[config.mk]
export PLATFORM = sky130hd
export DESIGN_NAME = sr_chain_writer
export DESIGN_NICKNAME = d
export VERILOG_FILES = /design/src/rtl/sr_chain_writer_pkg.sv /design/src/rtl/sr_phase_div.sv /design/src/rtl/sr_chain_writer.sv
export SDC_FILE = /design/constraint.sdc
export NUM_CORES = 1
export LEC_CHECK = 0
export CORE_ASPECT_RATIO = 1.5
export CORE_MARGIN = 2
export CORE_UTILIZATION = 56
export DETAILED_ROUTE_END_ITERATION = 8
export MAX_ROUTING_LAYER = met4
export PLACE_DENSITY = 0.79
export SLEW_MARGIN = 20
export SYNTH_ARGS = -nofsm -noshare
export SYNTH_HDL_FRONTEND = slang
export SYNTH_SLANG_ARGS = --single-unit
[constraint.sdc]
create_clock -name i_CLK -period 2.1 [get_ports i_CLK]
set_clock_uncertainty 0.1 [all_clocks]
set_input_delay 0.21 -clock i_CLK [delete_from_list [all_inputs] [get_ports i_CLK]]
set_output_delay 0.21 -clock i_CLK [all_outputs]
set_load 0.01 [all_outputs]
[src/rtl/sr_chain_writer_pkg.sv]
// sr_chain_writer_pkg: state encoding and width helpers shared by
// the shift-register chain writer and its phase divider.
package sr_chain_writer_pkg;

  localparam int STATE_W = 3;

  typedef enum logic [STATE_W-1:0] {
    IDLE,
    SH_LO,
    SH_HI,
    LATCH,
    GAP
  } state_t;

  // Counter width for values 0..n-1, never narrower than one bit.
  function automatic int w_floor1(input int n);
    return (n <= 1) ? 1 : $clog2(n);
  endfunction

endpackage

[src/rtl/sr_phase_div.sv]
// sr_phase_div: counts 0..CLK_DIV-1, o_PHASE_END on the last count,
// o_PRE_END one count earlier; i_LOAD and i_RST restart at 0.
module sr_phase_div
  import sr_chain_writer_pkg::*;
#(
  parameter int CLK_DIV = 4
) (
  input  logic i_CLK,
  input  logic i_RST,
  input  logic i_LOAD,
  output logic o_PHASE_END,
  output logic o_PRE_END
);

  localparam int CW = w_floor1(CLK_DIV);
  localparam logic [CW-1:0] LAST = CW'(CLK_DIV - 1);
  localparam logic [CW-1:0] PRE =
    CW'((CLK_DIV > 1) ? CLK_DIV - 2 : 0);

  logic [CW-1:0] cnt;

  always_ff @(posedge i_CLK) begin
    if (i_RST || i_LOAD || o_PHASE_END)
      cnt <= '0;
    else
      cnt <= cnt + 1'b1;
  end

  assign o_PHASE_END = (cnt == LAST);

  // With a single-cycle phase every count is the last one.
  assign o_PRE_END = (CLK_DIV == 1) ? 1'b1 : (cnt == PRE);

endmodule

[src/rtl/sr_chain_writer.sv]
// sr_chain_writer: serialises DATA_W-bit words into a 595-style chain.
// Ports: i_CLK/i_RST, i_DATA/i_VALID/o_READY, o_BUSY/o_DONE, pin outputs.
module sr_chain_writer
  import sr_chain_writer_pkg::*;
#(
  parameter int DATA_W    = 24,
  parameter int CLK_DIV   = 4,
  parameter int MSB_FIRST = 1
) (
  input  logic              i_CLK,
  input  logic              i_RST,
  input  logic [DATA_W-1:0] i_DATA,
  input  logic              i_VALID,
  output logic              o_READY,
  output logic              o_BUSY,
  output logic              o_DONE,
  output logic              o_SH_CP,
  output logic              o_ST_CP,
  output logic              o_DATA
);

  localparam int BW = w_floor1(DATA_W);
  localparam logic [BW-1:0] LAST_BIT = BW'(DATA_W - 1);

  state_t            state;
  state_t            state_nxt;
  logic [DATA_W-1:0] shreg;
  logic [DATA_W-1:0] buf_q;
  logic              buf_full;
  logic [BW-1:0]     bit_idx;
  logic              phase_end;
  logic              pre_end;
  logic              accept;
  logic              start;
  logic              done_nxt;

  sr_phase_div #(
    .CLK_DIV(CLK_DIV)
  ) u_div (
    .i_CLK      (i_CLK),
    .i_RST      (i_RST),
    .i_LOAD     (state == IDLE),
    .o_PHASE_END(phase_end),
    .o_PRE_END  (pre_end)
  );

  function automatic logic [DATA_W-1:0] shift1(
    input logic [DATA_W-1:0] v
  );
    return (MSB_FIRST != 0) ? (v << 1) : (v >> 1);
  endfunction

  assign accept = i_VALID && o_READY;

  always_comb begin
    state_nxt = state;
    case (state)
      IDLE:  if (buf_full || accept) state_nxt = SH_LO;
      SH_LO: if (phase_end) state_nxt = SH_HI;
      SH_HI:
        if (phase_end)
          state_nxt = (bit_idx == LAST_BIT) ? LATCH : SH_LO;
      LATCH: if (phase_end) state_nxt = GAP;
      GAP:
        if (phase_end)
          state_nxt = buf_full ? SH_LO : IDLE;
      default: state_nxt = IDLE;
    endcase
  end

  // A frame starts from IDLE or straight out of GAP when the
  // buffer already holds the next word.
  assign start = (state_nxt == SH_LO) &&
                 ((state == IDLE) || (state == GAP));

  // DONE is registered, so it is raised one cycle before the last
  // GAP count; after a wrap that only happens for single-cycle phases.
  assign done_nxt = (state_nxt == GAP) &&
                    (phase_end ? (CLK_DIV == 1) : pre_end);

  always_ff @(posedge i_CLK) begin
    if (i_RST) begin
      state    <= IDLE;
      shreg    <= '0;
      buf_q    <= '0;
      buf_full <= 1'b0;
      bit_idx  <= '0;
      o_READY  <= 1'b0;
      o_BUSY   <= 1'b0;
      o_DONE   <= 1'b0;
      o_SH_CP  <= 1'b0;
      o_ST_CP  <= 1'b0;
    end else begin
      state   <= state_nxt;
      o_BUSY  <= (state_nxt != IDLE);
      o_SH_CP <= (state_nxt == SH_HI);
      o_ST_CP <= (state_nxt == LATCH);
      o_DONE  <= done_nxt;

      // Zeros shift in behind the word, so after the last bit
      // the shifter is empty and the data pin idles low.
      if (start) begin
        shreg   <= buf_full ? buf_q : i_DATA;
        bit_idx <= '0;
      end else if ((state == SH_HI) && phase_end) begin
        shreg <= shift1(shreg);
        if (bit_idx != LAST_BIT)
          bit_idx <= bit_idx + 1'b1;
      end

      if (start && buf_full) begin
        buf_full <= 1'b0;
        o_READY  <= 1'b1;
      end else if (accept && (state != IDLE)) begin
        buf_q    <= i_DATA;
        buf_full <= 1'b1;
        o_READY  <= 1'b0;
      end else begin
        o_READY  <= !buf_full;
      end
    end
  end

  assign o_DATA = (MSB_FIRST != 0) ? shreg[DATA_W-1] : shreg[0];

endmodule

======== After elaboration in Yosys (flattened, before gate mapping) ========
Cells that the tools add are included.
word-level totals
  register bits ........................... 64
  memories ................................ 0
  word-level logic and storage cells ...... 59
  bits in latches ......................... 0
  input port bits ......................... 27
  bits in writable memories ............... 0
  bits in read-only memories .............. 0
operators by class
  mux-type cells .......................... 14
  eq/ne operators ......................... 12
  multipliers ............................. 0
  reduce and logical (&&, ||, !) cells .... 19
  bitwise gates (word level) .............. 1
  $add $sub $neg .......................... 2
  shifts and indexed selects .............. 0
  magnitude comparators ................... 0
  divide/modulo/power cells ............... 0
operators with widths
  operator                                                                count
  24-bit 2-to-1 mux                                                       3
  3-bit 2-to-1 mux                                                        5
  3-bit one-hot mux with 5 select lines                                   1
  3-bit by 2-bit equality test with 1-bit output (second input constant)  4
  3-bit by 1-bit equality test with 1-bit output (second input constant)  2
  3-bit equality test (second input constant)                             2
  1-bit logical AND                                                       6
  3-bit nonzero test                                                      2
  5-bit by 1-bit adder with 5-bit output (second input constant)          1
  5-bit equality test (second input constant)                             1
  5-bit != test (second input constant)                                   1
  2-bit equality test (second input constant)                             2
  1-bit logical OR                                                        4
  1-bit 2-to-1 mux                                                        4
  2-bit AND reduction                                                     2
  2-bit OR reduction                                                      2
  3-bit logical NOT                                                       1
  2-bit by 1-bit adder with 2-bit output (second input constant)          1
  2-bit 2-to-1 mux                                                        1
  2-bit nonzero test                                                      1
  1-bit logical NOT                                                       1
  1-bit NOT                                                               1

======== Longest topological paths before layout ========
  depth after elaboration ................. 9
  mapped depth ............................ 8

======== By module ========
A second synthesis with hierarchy kept.
second synthesis, totals
  cell total of the unflattened synthesis .. 323
  area total of the unflattened synthesis .. 2,969.1 sq um
by module, submodules not included
  module           seq. area each (sq um)  times used  cells an instance  area each (sq um)
  sr_chain_writer  1,241.2                 1           316                2,887.8
  sr_phase_div     40.0                    1           7                  81.3

======== Worst setup path after synthesis ========
OpenSTA, ideal clock, no wires.
  path kind ............................... flip-flop to flip-flop
  start ................................... reg u_div.cnt[0]
  end ..................................... reg shreg[11]
  path slack .............................. 485 ps
  arrival ................................. 1,373 ps
  cell stages (with the launch flop) ...... 7
  path buffers ............................ 1
  library setup time ...................... 142 ps
  path through ............................ dfxtp_1 -> ha_1 -> nand2b_1 -> o2bb2ai_2 -> nand2_1 -> clkbuf_1 -> a311oi_1
between the ends
  cells in the longest elaborated chain, start to end .. 6
RTL lines
  element                                                  RTL line                RTL
  start, declared                                          sr_phase_div.sv:20      logic [CW-1:0] cnt;
  start signal, assigned                                   sr_phase_div.sv:26      cnt <= cnt + 1'b1;
  2-bit equality test *                                    sr_phase_div.sv:29      assign o_PHASE_END = (cnt == LAST);
  3-bit 2-to-1 mux, on equally long branches               -
  3-bit one-hot mux with 5 select lines                    sr_chain_writer.sv:57   case (state)
  3-bit by 1-bit equality test with 1-bit output           sr_chain_writer.sv:73   assign start = (state_nxt == SH_LO) &&
  1-bit logical AND                                        sr_chain_writer.sv:73
  24-bit 2-to-1 mux or 2-bit nonzero test (tied branches)  -
  end signal, assigned                                     sr_chain_writer.sv:103  shreg <= buf_full ? buf_q : i_DATA;
  end signal, assigned                                     sr_chain_writer.sv:106  shreg <= shift1(shreg);
  end, declared                                            sr_chain_writer.sv:27   logic [DATA_W-1:0] shreg;
Every way passes the cells marked *; elsewhere a longest branch is shown, timed or not.
A chain may end at the register's enable or synchronous reset.

======== Final worst setup path ========
  start ................................... reg u_div.cnt[0]
  end ..................................... reg shreg[22]
The elaborated chain is that of the path after synthesis.

==> results_dict.tcl <==
set metrics [dict create \
    yosys.area_share.adder_pct 1.23 \
    reg2reg_depth 7 \
    r2r-start "u_div.cnt[0]" \
    worst_path_most_repeated_cell "buf_4" \
    yosysUniqueCellTypes 45 \
    grt_setup_unrepaired "false" \
    worstPathCellList "ha_1, nand2b_1, buf_4, o2bb2ai_2, nand2_1, buf_4, a311oi_1" \
    drt_iter0_drc 256 \
    layout.cells.non_filler 429 \
    finalSetupTns_ns 0 \
    post_synth_main_area_contributors "dfxtp_1 (42%), mux2i_1 (8.2%), a311oi_1 (6.3%)" \
    setup.worst_path.end_class "flip-flop" \
    die_height_um 94.5 \
    post_dp_area_mm2 0.00337 \
    cp_slowest_cell "dfxtp_1" \
    global_route.usage.total_pct 23.3 \
    synthArstFlopShare_pct 0 \
    finalWorstPathRequiredPeriod_ns 1.96 \
    final_instance_area_mm2 0.00357 \
    power.total_mw 2.52 \
    timing.final.crit_share_pct 93.2 \
    synth.largest_area_cell "dfxtp_1" \
    synth_xor_area_share_pct 0.860 \
    die_area_mm2 0.00608 \
    io_buffers 32 \
    synth_compound_gate_area_share_pct 18.7 \
    comb_power_share_pct 11.2 \
    setup_violations 0 \
    detail_route.wirelength_mm 6.63 \
    vias 2476 \
    post_synth.cell_area_avg_um2 9.38 \
    syn_area_mm2 0.00306 \
    net-switching-power_mw 0.658 \
    drt_first_pass_iters 4 \
    num_rows 33 \
    dp.cells 412 \
    cts_tree "built" \
    synthSimpleGateAreaFrac_pct 20.3 \
    yosys_warns 0 \
    wl_per_cell_um 15.4 \
    cp_max_fo 11 \
    p_sw_share_pct 26.1 \
    postSynthCellCount 326 \
    fillers 452 \
    ant_nets 0 \
    cts.clk_slew.worst_paths_ns 0.07 \
    cell_internal_pwr_mw 1.86 \
    outcome "completed" \
    syn_to_final_growth_pct 16.9 \
    antenna-diode-count 0 \
    slowest_delay_ns 0.35 \
    grt.overflow.total 0 \
    hold_ws_ns 0.158 \
    synth_top_area_share_pct 41.9 \
    clock-sinks 64 \
    detail_route.drc_violations 0 \
    global_route_wire_length_before_repair_mm 10.9 \
    area_taken_by_multi_input_logic_gates_mm2 0.00157 \
    timing.max_cap.violations 0 \
    final-max-slew-violation-count 0 \
    die_w_um 64.3 \
    dominant_register_cell_in_the_synthesized_netlist "dfxtp_1" \
    nets 384 \
    drive_gt1_share_pct 13.6 \
    core_area_mm2 0.00537 \
    cp.arrival_ns 2.09 \
    synth_mux_area_share_pct 9.29 \
    hold_path_end "buf_q[7]" \
    setup.reg_to_reg.worst_slack_ns 0.14 \
    worstPathRequired_ns 2.23 \
    hold_path_depth 2 \
    grt_max_degree 42 \
    critical_path.startpoint_type "flip-flop" \
    timing.hold.worst.class "primary input to flip-flop" \
    synth_top_family_by_area "simple AND/OR/NAND/NOR gates" \
    syn_nets 356 \
    count_of_endpoints_failing_hold_in_the_final_timing_report 0 \
    place.gp.congestion 0.862 \
    cts_max_level 3 \
    leakage_power_nw 1.40 \
    slew_limit_headroom_pct 68.7 \
    clk_tree_root_cell "clkbuf_8" \
    clock_tree.buffer_depth 2 \
    r2r_end "shreg[22]" \
    sequential_cell_area_mm2 0.00128 \
    ios 33 \
    grt_pass1_vias 2391 \
    synth.cells.most_frequent "dfxtp_1 (64), nand2_1 (49), nor2_1 (36), mux2i_1 (25), and2_1 (23)" \
    antenna_found_initial 0 \
    floorplan.initialDensity_pct 56.9 \
    critPathKind "flip-flop to flip-flop" \
    pwr_density_cell_mw_per_mm2 705 \
    dp_hpwl_mm 4.05 \
    clock_insertion_delay_worst_skew_ns 0.35 \
    part_of_the_total_power_dissipated_in_sequential_elements_pct 51.8 \
    numCtsBuffers 9 \
    timing.hold.worst.start "i_RST" \
    worst_pin_slew_ns 0.457 \
    synth_enable_flop_cells 0 \
    most_common_cell_in_the_synthesized_netlist "dfxtp_1" \
    postSynthRegisterBits 64 \
    achievable-frequency_mhz 511 \
    detail_route.vias_per_cell 5.77 \
    clock_network_power_share_pct 37.0 \
    synth_sequential_area_ratio_pct 41.9 \
    ir_worst_vdd_v 0.000493 \
]
==> critical path: cells and delay by family (launching register included) <==
kind / cells / cell delay, ns
compound gates: 2 / 0.43
fa+ha+maj: 1 / 0.16
buf+inv: 2 / 0.40
flops: 1 / 0.35
simple gates: 2 / 0.40
==> worst max path at each step <==
stage               slack, ns    endpoint  cells past startpoint         start
floorplan                0.49   shreg[11]                      6  u_div.cnt[0]
global placement        0.005  bit_idx[2]                      5       i_VALID
detailed placement      -0.04  bit_idx[2]                      5       i_VALID
CTS                      0.06  bit_idx[2]                      5  u_div.cnt[0]
global route             0.05   shreg[22]                      7  u_div.cnt[0]
finish                   0.14   shreg[22]                      7  u_div.cnt[0]
==> flip-flops by register name (all words and copies together) (netlist names) <==
| name | count |
|---|---|
| buf_q | 24 |
| state | 3 |
| o_READY | 1 |
| buf_full | 1 |
| u_div.cnt | 2 |
| bit_idx | 5 |
| o_ST_CP | 1 |
| o_DONE | 1 |
| shreg | 24 |
| o_BUSY | 1 |
| o_SH_CP | 1 |
==> logic make-up after synthesis <==
logic type / count (synthesis)
buffers and inverters: 35
muxes: 28
xor gates and xnor gates: 3
AOI/OAI and AO/OA: 63
and+or+nand+nor: 130
adders and majority gates: 3
DFF: 64
==> routing by layer <==
layer	track usage (%)	vias to the layer above	routed length (µm)	part of all wire, %
met5	-	-	0	0
met4	9.22	0	82	1.2
met3	5.01	8	304	4.6
met2	38.8	69	3350	51
met1	27.4	1162	2890	44
li1	-	1237	-	-
==> layout make-up <==
cell class | instances | area share (%)
Clock buffer | 10 | 3.85
Tap cell | 70 | 2.45
Clock inverter | 6 | 0.981
Sequential cell | 64 | 35.9
Timing Repair Buffer | 46 | 12.5
Inverter | 5 | 0.525
Multi-Input combinational cell | 228 | 43.8
==> cells in the final DEF (no fill, tap or decap), types with 3 or more instances in the layout <==
cell	instances
a2111oi_0	18
a2111oi_2	4
a21oi_1	5
a311oi_1	22
and2_1	23
buf_4	12
clkbuf_8	10
clkdlybuf4s50_1	31
clkinv_2	4
dfxtp_1	63
ha_1	3
inv_1	4
mux2_2	3
mux2i_1	25
nand2_1	49
nand3_1	3
nor2_1	36
nor3_1	5
==> power by group through the flow <==
stage                     Sequential [mW]  Combinational [mW]  Clock, mW
after floorplan                      1.32               0.177          0
after global placement               1.33               0.268          0
after detailed placement             1.33               0.272          0
after CTS                            1.30               0.275      0.950
after global routing                 1.31               0.309      0.997
final                                1.30               0.281      0.932
==> metrics by stage <==
step                utilization, %  worst slack, ns
floorplan                        -            0.485
finish                        66.6            0.143
global placement              62.8          0.00472
detailed placement            62.8          -0.0364
global route                  66.6           0.0517
CTS                           66.0           0.0550
==> what timing repair did <==
item	in CTS	in global routing
gates resized for setup	0	2
hold buffers	0	0
setup endpoints to repair	0	19
buffers inserted	0	0
Power figures use the tool's default switching activity.
